`config.mk`:
```
export PLATFORM = sky130hd
export DESIGN_NAME = fetch_stage
export DESIGN_NICKNAME = d
export VERILOG_FILES = /design/src/rtl/fetch_pkg.sv /design/src/rtl/fetch_pc_reg.sv /design/src/rtl/fetch_stage.sv
export SDC_FILE = /design/constraint.sdc
export NUM_CORES = 1
export LEC_CHECK = 0
export ABC_AREA = 0
export CAP_MARGIN = 0
export CORE_MARGIN = 2
export CORE_UTILIZATION = 45
export CTS_BUF_LIST = sky130_fd_sc_hd__clkbuf_4
export CTS_CLUSTER_SIZE = 24
export DETAILED_ROUTE_END_ITERATION = 10
export GPL_TIMING_DRIVEN = 1
export PLACE_DENSITY = 0.84
export SETUP_SLACK_MARGIN = 0.1
export SYNTH_ARGS = -nofsm -noshare
export SYNTH_HDL_FRONTEND = slang
export SYNTH_SLANG_ARGS = --single-unit
```
`constraint.sdc`:
```
create_clock -name clk_in -period 4.7 [get_ports clk_in]
set_clock_uncertainty 0.05 [all_clocks]
set_input_delay 0.47 -clock clk_in [delete_from_list [all_inputs] [get_ports clk_in]]
set_output_delay 0.47 -clock clk_in [all_outputs]
set_load 0.05 [all_outputs]
```
`src/rtl/fetch_pkg.sv`:
```
// Shared types and constants for the instruction fetch stage.
package fetch_pkg;

    // Fetch controller states: one idle cycle after reset, normal fetch, terminal fault.
    typedef enum logic [1:0] {
        BOOT  = 2'd0,
        FETCH = 2'd1,
        FAULT = 2'd2
    } fetch_state_t;

    // Byte distance between consecutive instruction words.
    localparam int PC_STEP = 4;

endpackage

```
`src/rtl/fetch_pc_reg.sv`:
```
// Program counter register with its next-PC selection.
// Priority: reset, then redirect load, then sequential advance, else hold.
module fetch_pc_reg
    import fetch_pkg::*;
#(
    parameter int               WIDTH    = 32,
    parameter logic [WIDTH-1:0] RESET_PC = '0
) (
    input  logic             clk_in,
    input  logic             rst_in,
    input  logic             i_load,
    input  logic [WIDTH-1:0] i_load_pc,
    input  logic             i_advance,
    output logic [WIDTH-1:0] o_pc
);

    logic [WIDTH-1:0] r_pc;

    // PC update; the +4 wraps naturally modulo 2**WIDTH.
    always_ff @(posedge clk_in) begin
        if (rst_in) begin
            r_pc <= RESET_PC;
        end else if (i_load) begin
            r_pc <= i_load_pc;
        end else if (i_advance) begin
            r_pc <= r_pc + WIDTH'(PC_STEP);
        end
    end

    assign o_pc = r_pc;

endmodule

```
`src/rtl/fetch_stage.sv`:
```
// Instruction fetch stage: drives the imem word address from the PC, registers the
// returned word into the IF/ID register and handles redirects and misaligned-target faults.
//
// Handshake toward decode: valid_out/instr_out/pc_out are registers. A transfer happens on
// an edge where valid_out && ready_in. While valid_out && !ready_in the outputs are frozen.
// A new word is captured whenever the register is empty or being drained (!valid_out ||
// ready_in); a redirect in FETCH overrides this and empties the register instead.
module fetch_stage
    import fetch_pkg::*;
#(
    parameter int               WIDTH    = 32,
    parameter int               INDEX    = 5,
    parameter logic [WIDTH-1:0] RESET_PC = '0
) (
    input  logic             clk_in,
    input  logic             rst_in,
    output logic [INDEX-1:0] imem_addr_out,
    input  logic [WIDTH-1:0] imem_data_in,
    input  logic             redirect_in,
    input  logic [WIDTH-1:0] redirect_pc_in,
    input  logic             ready_in,
    output logic             valid_out,
    output logic [WIDTH-1:0] instr_out,
    output logic [WIDTH-1:0] pc_out,
    output logic             fault_out,
    output fetch_state_t     state_out
);

    fetch_state_t     r_state;
    fetch_state_t     w_state_next;
    logic             r_valid;
    logic [WIDTH-1:0] r_instr;
    logic [WIDTH-1:0] r_pc_out;
    logic [WIDTH-1:0] w_pc;
    logic             w_adv;
    logic             w_load;
    logic             w_squash;

    fetch_pc_reg #(
        .WIDTH    (WIDTH),
        .RESET_PC (RESET_PC)
    ) u_pc_reg (
        .clk_in    (clk_in),
        .rst_in    (rst_in),
        .i_load    (w_load),
        .i_load_pc (redirect_pc_in),
        .i_advance (w_adv),
        .o_pc      (w_pc)
    );

    // State register.
    always_ff @(posedge clk_in) begin
        if (rst_in) begin
            r_state <= BOOT;
        end else begin
            r_state <= w_state_next;
        end
    end

    // Next state plus the capture/load/squash controls for this cycle.
    always_comb begin
        w_state_next = r_state;
        w_adv        = 1'b0;
        w_load       = 1'b0;
        w_squash     = 1'b0;
        case (r_state)
            BOOT: begin
                w_state_next = FETCH;
            end
            FETCH: begin
                if (redirect_in) begin
                    w_squash = 1'b1;
                    if (redirect_pc_in[1:0] == 2'b00) begin
                        w_load = 1'b1;
                    end else begin
                        w_state_next = FAULT;
                    end
                end else begin
                    w_adv = !r_valid || ready_in;
                end
            end
            FAULT: begin
                w_squash = 1'b1;
            end
            default: begin
                w_state_next = BOOT;
                w_squash     = 1'b1;
            end
        endcase
    end

    // IF/ID register: capture on advance, empty on redirect or fault, otherwise hold.
    always_ff @(posedge clk_in) begin
        if (rst_in) begin
            r_valid  <= 1'b0;
            r_instr  <= '0;
            r_pc_out <= '0;
        end else if (w_adv) begin
            r_valid  <= 1'b1;
            r_instr  <= imem_data_in;
            r_pc_out <= w_pc;
        end else if (w_squash) begin
            r_valid  <= 1'b0;
        end
    end

    assign imem_addr_out = w_pc[INDEX+1:2];
    assign valid_out     = r_valid;
    assign instr_out     = r_instr;
    assign pc_out        = r_pc_out;
    assign fault_out     = (r_state == FAULT);
    assign state_out     = r_state;

endmodule

```
[Yosys cells after proc, flatten, opt, wreduce, memory -nomap -nowiden]
Cells that the tools add are included.
Storage, ports and cells
  logic and storage cells: 32
  output and inout port bits: 73
  register bits after elaboration: 99
Cells by class
  muxes and demuxes: 14
  equal/unequal tests: 4
  reduce and logical (&&, ||, !) cells: 7
  add/sub/neg operators: 1
  bitwise logic cells: 1
Operator list (count)
  $mux W32: 2
  $add A32 B3 Y32 const B: 1
  $mux W1: 8
  $pmux W2 S3: 1
  $logic_not A2 Y1: 2
  $mux W2: 2
  $ne A2 B2 Y1 const B: 2
  $reduce_bool A2 Y1: 2
  $reduce_and A3 Y1: 1
  $eq A2 B1 Y1 const B: 1
  $eq A2 B2 Y1 const B: 1
  $pmux W1 S2: 1
  $logic_not A1 Y1: 1
  $logic_or A1 B1 Y1: 1
  $not A1 Y1: 1

[Longest topological paths before layout]
Gate-level depths: netlist of the first run.
  word-level depth: 6
  depth in mapped cells: 7
  gate-level depth less buffers: 5

[Cells and area by module]
From an unflattened synthesis of the first run, not the netlist that was laid out.
Second synthesis, totals
  cell total of the unflattened synthesis: 526
  area total of the unflattened synthesis: 4933.5 um2
By module, submodules not included
  fetch_stage: sequential area each 1341.3 um2, instances 1, cells each 292, area an instance 3040.4 um2
  fetch_pc_reg: sequential area each 640.6 um2, instances 1, cells each 234, area an instance 1893.1 um2

[Worst setup path after synthesis of the first run]
No wires, ideal clock.
  kind: flip-flop to flip-flop
  start: reg r_state[0] (netlist: state_out[0])
  end: reg u_pc_reg.r_pc[19] (netlist: u_pc_reg.o_pc[19])
  path slack: 2.434 ns
  arrival: 2.141 ns
  stages on the path, launching flop included: 6
  cells stage by stage: dfxtp_1 nor3b_1 nand2_1 or4_1 or3_1 a31oi_1
Between the ends
  cells in the longest elaborated chain, start to end: 3
  elaborated cells between the ends (all ways): 5
  those cells by class: eq/ne: 1; mux: 3; reduce/logical: 1
Ends and longest elaborated chain
  start, declared: line fetch_stage.sv:29  | fetch_state_t r_state;
  start signal, assigned: line fetch_stage.sv:56  | r_state <= w_state_next;
  $eq A2 B1 Y1 (*): line fetch_stage.sv:66  | case (r_state)
  $mux W1: line fetch_stage.sv:66
  $mux W32 or $reduce_bool A2 Y1 (tied branches)
  end signal, assigned: line fetch_pc_reg.sv:24  | r_pc <= i_load_pc;
  end signal, assigned: line fetch_pc_reg.sv:26  | r_pc <= r_pc + WIDTH'(PC_STEP);
  end, declared: line fetch_pc_reg.sv:17  | logic [WIDTH-1:0] r_pc;
Every way passes the cells marked *; elsewhere a longest branch is shown, timed or not.
A chain may end at the register's enable or synchronous reset.

[Worst setup path after layout of the first run]
  start: in redirect_in
  end: reg u_pc_reg.r_pc[19] (netlist: u_pc_reg.o_pc[19])
Between the ends
  cells in the longest elaborated chain, start to end: 3
  elaborated cells between the ends (all ways): 6
  those cells by class: mux: 5; reduce/logical: 1
Ends and longest elaborated chain
  start, declared: line fetch_stage.sv:19  | input logic redirect_in,
  $mux W1: line fetch_stage.sv:71  | if (redirect_in) begin
  $mux W1: line fetch_stage.sv:66
  $mux W32 or $reduce_bool A2 Y1 (tied branches)
Several ways; a longest one is shown, not always the timed one.

==> impl_metrics.yaml, run 1 <==
run_status:
  status: "finished, final reports clean"
grt:
  grt_pass1_wl_um: 17500
  grt_pass1_vias: 3735
  grt_antenna_before_repair: 0
  track_usage_pct: 21.45
  grt.overflow.total: 0
  grt_max_degree: 102
sta:
  finalCritPeriodShare_pct: 58.38
  max_clock_freq_ghz: 0.3645
  tightest_slew_ns: 1.010
  rsz0062_at_grt: "no"
  final-hold-violation-count: 0
  setup-tns-final_ns: 0
  max_slew_margin_pct: 32.64
  min_period_ns: 2.744
  final-max-slew-violation-count: 0
  setup_violations: 0
  hold_slack_ns: 0.4126
synthesis:
  synth_edf_count: 0
  syn_nets: 579
  synth_seq_cells: 99
  synth_common_cells: "144 x nand2_1, 99 x dfxtp_1, 72 x a21oi_1"
  netlist_area_mm2: 0.004124
  avgSynthCellArea_um2: 8.086
  synth_top_area_share_pct: 48.06
  yosysMostFrequentCell: "nand2_1"
  yosysWarnings: 0
  syn_inst: 510
  async_reset_ff_share_pct: 0
  synth.area.top_cells: "dfxtp_1 48%, nand2_1 13%, a21oi_1 8.7%, a211oi_1 2.7%, clkbuf_1 2.4%"
  ys_types: 48
  yosysSeqAreaShare_pct: 48.06
  synth_top_area_cell: "dfxtp_1"
  synthFlopType: "dfxtp_1"
place:
  io_buffer_count: 140
  place_area_mm2: 0.005523
  dp_hpwl_um: 7510
  gp_congestion: 0.8466
detailed_routing:
  wl_um: 10990
  via_per_inst: 5.426
  drc: 0
  ant_nets: 0
  wl_per_cell_um: 14.91
  first_pass_iters: 5
  num_vias: 3999
  drt-initial-drc-count: 274
floorplanning:
  die_x_um: 99.73
  fp.dieArea_mm2: 0.009946
  die_h_um: 99.73
  start_util_pct: 46.83
  core_mm2: 0.008806
  pin_count: 141
  rows: 34
power:
  leakagePower_nw: 1.829
  max-vdd-ir-drop_mv: 0.1650
  p_per_area_mw_per_mm2: 273.2
worst_setup_path:
  cp_data_arrival_time_ns: 3.06
  rr_worst_depth: 5
  start_kind: "input pin"
  endpoint_kind: "flip-flop"
  cp.required_ns: 5.02
  worstSetupPathType: "input pin to flip-flop"
  crit_fanout: 28
clock_network:
  clock_latency_ns: 0.43
  cts-root-buf: "clkbuf_4"
  clockBufferDepth: 2
  h-tree-depth: 3
  holdBufCountCts: 0
  post_cts_buffers: 0
  clk_pin_slew_ns: 0.16
  cts_buffers: 9
  cts_tree: "yes"
  post_cts_resized: 0
  cts_sinks: 99
worst_hold_path:
  hold_path_class: "flip-flop to flip-flop"
  holdPathStages: 2
cells_and_area:
  antenna_cells_inserted: 0
  drive_gt1_share_pct: 4.610
  syn_to_final_growth_pct: 36.38
  fin_nets: 694
  design_area_mm2: 0.005624
flow_run:
  cap_violations: 0
==> per-stage QoR <==
step	power (mW)	std cells	worst slack, ns	utilization, %
5_1_grt	1.601	737	1.778	63.87
2_1_floorplan	1.064	510	2.434	-
3_5_place_dp	1.184	722	1.529	62.72
4_1_cts	1.545	737	2.002	63.87
3_3_place_gp	1.177	722	1.671	62.72
6_report	1.537	737	1.956	63.87
==> layout by cell type (no fill, tap or decap), types with 2 or more instances in the layout <==
cell             Yosys  layout
and2_1               3       2
a21oi_1             72      72
inv_1                2       2
clkinv_1             1       4
dfxtp_1             99      99
a211oi_2             2       2
or4_1                2       2
buf_4                5       5
nand3_1              7       7
nand2_1            144     143
xor2_1              11      11
nor4_4               1       2
and3_1               7       7
nor2_1              25      25
and4_1               3       3
clkbuf_4             0       9
clkdlybuf4s50_1      0     139
nand2b_1             2       2
o22ai_1              4       4
nor3_1               6       6
xnor2_1             10      10
or3_1                4       4
o21ai_0              3       3
a31oi_1              3       3
a211oi_1            15      15
a22oi_1              5       5
nor3b_1              4       4
nand4_1             13      13
clkinvlp_4           0       3
nor4_1               4       4
==> registers in the layout, indices dropped and copies added (netlist names) <==
name           cells
instr_out         32
pc_out            32
state_out          2
u_pc_reg.o_pc     32
valid_out          1
==> power breakdown <==
| part | internal (mW) | switching (mW) | leakage, nW |
|---|---|---|---|
| combinational | 0.111 | 0.164 | 0.980 |
| sequential | 0.867 | 0.0251 | 0.802 |
| clock | 0.101 | 0.270 | 0.0465 |
| total | 1.08 | 0.459 | 1.83 |
==> layout make-up <==
class | instances | area, µm²
clock inverters | 6 | 33.78
inverters | 3 | 11.26
repair buffers | 144 | 1429
clock buffers | 9 | 67.56
well taps | 108 | 135.1
fillers | 746 | 3182
multi-input cells | 368 | 1966
flip-flops and latches | 99 | 1982
==> per-layer routing <==
layer	part of all wire, %	global-route usage, %	vias up
li1	-	-	1978
met1	44	26.82	1861
met2	46	34.51	147
met3	9.4	7.800	13
met4	1.4	6.955	0
met5	0	0	-
==> final timing paths <==
path / start / endpoint / slack (ns)
setup / recovery: redirect_in / u_pc_reg.o_pc[19] / 1.96
hold / removal: instr_out[31] / instr_out[31] / 0.41
setup reg to reg: state_out[1] / u_pc_reg.o_pc[19] / 2.00
hold reg to reg: instr_out[31] / instr_out[31] / 0.41
==> critical path, stage by stage <==
cell and delay [ns]:
clkdlybuf4s50_1 0.45, nor3b_1 0.48, nand2_2 0.46, or4_1 0.71
or3_1 0.34, a31oi_1 0.15
==> cell families after synthesis <==
kind of cell | Yosys count | synth area share, %
buf+inv | 43 | 4.581
simple gates | 234 | 26.55
flops | 99 | 48.06
fa+ha+maj | 1 | 0.3033
mux | 1 | 0.2730
compound gates | 111 | 15.78
xor+xnor | 21 | 4.460
(Power assumes the default switching activity.)
==> inputs of run 2 (changes only) <==
--- a/config.mk
+++ b/config.mk
@@ -8,12 +8,12 @@
 export ABC_AREA = 0
 export CAP_MARGIN = 0
 export CORE_MARGIN = 2
-export CORE_UTILIZATION = 45
+export CORE_UTILIZATION = 42
 export CTS_BUF_LIST = sky130_fd_sc_hd__clkbuf_4
 export CTS_CLUSTER_SIZE = 24
 export DETAILED_ROUTE_END_ITERATION = 10
 export GPL_TIMING_DRIVEN = 1
-export PLACE_DENSITY = 0.84
+export PLACE_DENSITY = 0.83
 export SETUP_SLACK_MARGIN = 0.1
 export SYNTH_ARGS = -nofsm -noshare
 export SYNTH_HDL_FRONTEND = slang
==> constraint.sdc (replaced) <==
create_clock -name clk_in -period 2.5 [get_ports clk_in]
set_clock_uncertainty 0.05 [all_clocks]
set_input_delay 0.25 -clock clk_in [delete_from_list [all_inputs] [get_ports clk_in]]
set_output_delay 0.25 -clock clk_in [all_outputs]
set_load 0.05 [all_outputs]
==> run 2 against run 1 <==
  * Design area up 3.3%
  * Power increased by 110%
  * Final cell count up 4.6%
  * Utilization down 3.6 points
  * Clock power rose to 2.6 times the previous value
  * Combinational power grew 96%
  * Sequential share of layout area fell by 1.1 points
==> impl_metrics.yaml, run 2 (synthesis results as in run 1) <==
cells_and_area:
  antenna_cells_inserted: 0
  final_common_cell: "nand2_1"
  fin_nets: 702
  final_cell_mix: "143 x nand2_1, 138 x clkdlybuf4s50_1, 99 x dfxtp_1"
  syn_to_final_growth_pct: 40.87
  final_cell_count_no_fill: 771
  drive_gt1_share_pct: 6.426
  final_util_pct: 60.27
grt:
  grt_max_degree: 76
  grt_pass1_vias: 3647
  grt_antenna_before_repair: 0
  grt_pass1_wl_um: 17350
  track_usage_pct: 20.63
  grt.overflow.total: 0
power:
  pwr-share-seq_pct: 52.8
  finalPower_mw: 3.170
  max-vdd-ir-drop_mv: 0.3207
  swShare_pct: 27.83
  clkPwrFrac_pct: 30.3
  p_int_mw: 2.288
  leakagePower_nw: 1.938
  p_switching_mw: 0.8824
  p_per_area_mw_per_mm2: 545.7
  combPwrFrac_pct: 17.0
detailed_routing:
  via_per_inst: 5.291
  drt-initial-drc-count: 259
  first_pass_iters: 7
  drc: 0
  wl_um: 11140
  ant_nets: 0
  num_vias: 4079
  wl_per_cell_um: 14.45
sta:
  finalCritPeriodShare_pct: 89.63
  min_period_ns: 2.241
  setup_violations: 0
  final-hold-violation-count: 0
  max_clock_freq_ghz: 0.4463
  final-max-slew-violation-count: 0
  tightest_slew_ns: 0.7314
  max_slew_margin_pct: 51.24
  hold_slack_ns: 0.2852
  rsz0062_at_grt: "no"
  setup-tns-final_ns: 0
floorplanning:
  core_mm2: 0.009639
  rows: 36
  start_util_pct: 42.78
  pin_count: 141
  fp.dieArea_mm2: 0.01063
  die_h_um: 103.1
  die_x_um: 103.1
place:
  dp_hpwl_um: 7883
  placed_cells: 755
  io_buffer_count: 140
  gp_congestion: 0.8576
worst_setup_path:
  endpoint_kind: "flip-flop"
  cp_data_arrival_time_ns: 2.55
  crit_path_start: "u_pc_reg.o_pc[5]"
  crit_fanout: 6
  worstSetupPathType: "flip-flop to flip-flop"
  regToRegStartpoint: "u_pc_reg.o_pc[5]"
  cp.required_ns: 2.80
  start_kind: "flip-flop"
clock_network:
  cts_buffers: 9
  cts_tree: "yes"
  clockBufferDepth: 2
  clk_pin_slew_ns: 0.16
  clock_latency_ns: 0.44
  cts-root-buf: "clkbuf_4"
  h-tree-depth: 3
  cts_sinks: 99
  post_cts_buffers: 0
worst_hold_path:
  hold_path_class: "input pin to flip-flop"
  hp-start: "imem_data_in[4]"
flow_run:
  cap_violations: 0
run_status:
  status: "finished, final reports clean"
-- run 2: changes by cell type in the layout (fill, tap and decap cells not counted) --
cell             previous run  this run
clkdlybuf4s50_1           139       138
clkbuf_4                    9        11
dlymetal6s2s_1              0         1
clkinvlp_4                  3         1
clkinv_1                    4         1
clkinv_4                    0         1
buf_4                       5        11
buf_12                      0         2
inv_6                       0         1
bufinv_16                   0         2
-- run 2: layer usage --
metal,wire length [µm],GRT usage [%],vias up,share of wire [%]
met5,0,0,-,0
met2,5464,33.17,154,49
li1,-,-,1992,-
met1,4647,26.89,1917,42
met4,193,7.490,0,1.7
met3,835,5.220,16,7.5
-- run 2: critical path, stage by stage, from the launching register on --
cell and delay [ns]:
dfxtp_1 0.47, and4_1 0.30, nand2_1 0.18, or4_1 0.61, or3_1 0.34, a31oi_1 0.22
-- run 2: timing repair --
item	in CTS	in global routing
endpoints found under the setup margin	0	1
resized for setup	0	1
hold buffers	0	0
-- run 2: final timing paths --
kind	to	slack, ns	cells after the start
worst max register to register	u_pc_reg.o_pc[19]	0.26	5
worst min-delay path	instr_out[4]	0.29	3
worst max-delay path	u_pc_reg.o_pc[19]	0.26	5
worst min register to register	pc_out[1]	0.39	2
-- run 2: cell type report --
class / count / area [µm²]
fill: 902 / 3830
sequential: 99 / 1982
multi-input combinational: 368 / 1966
timing repair buffer: 152 / 1516
tap: 133 / 166.4
clock inverter: 5 / 85.08
clock buffer: 11 / 82.58
inverter: 3 / 11.26
-- run 2: power groups by stage --
| stage | logic, mW | clock network, mW | registers (mW) |
|---|---|---|---|
| 2_1_floorplan | 0.182 | 0 | 1.82 |
| 3_3_place_gp | 0.528 | 0 | 1.70 |
| 3_5_place_dp | 0.538 | 0 | 1.71 |
| 4_1_cts | 0.540 | 0.986 | 1.67 |
| 5_1_grt | 0.571 | 1.05 | 1.68 |
| 6_report | 0.537 | 0.960 | 1.67 |
-- run 2: through the flow --
stage / cell area, µm² / setup WS, ns
final: 5809 / 0.2592
after global routing: 5809 / 0.2258
after CTS: 5807 / 0.1803
after detailed placement: 5639 / 0.1438
after global placement: 5639 / 0.1756
after floorplan: 4124 / 0.2343
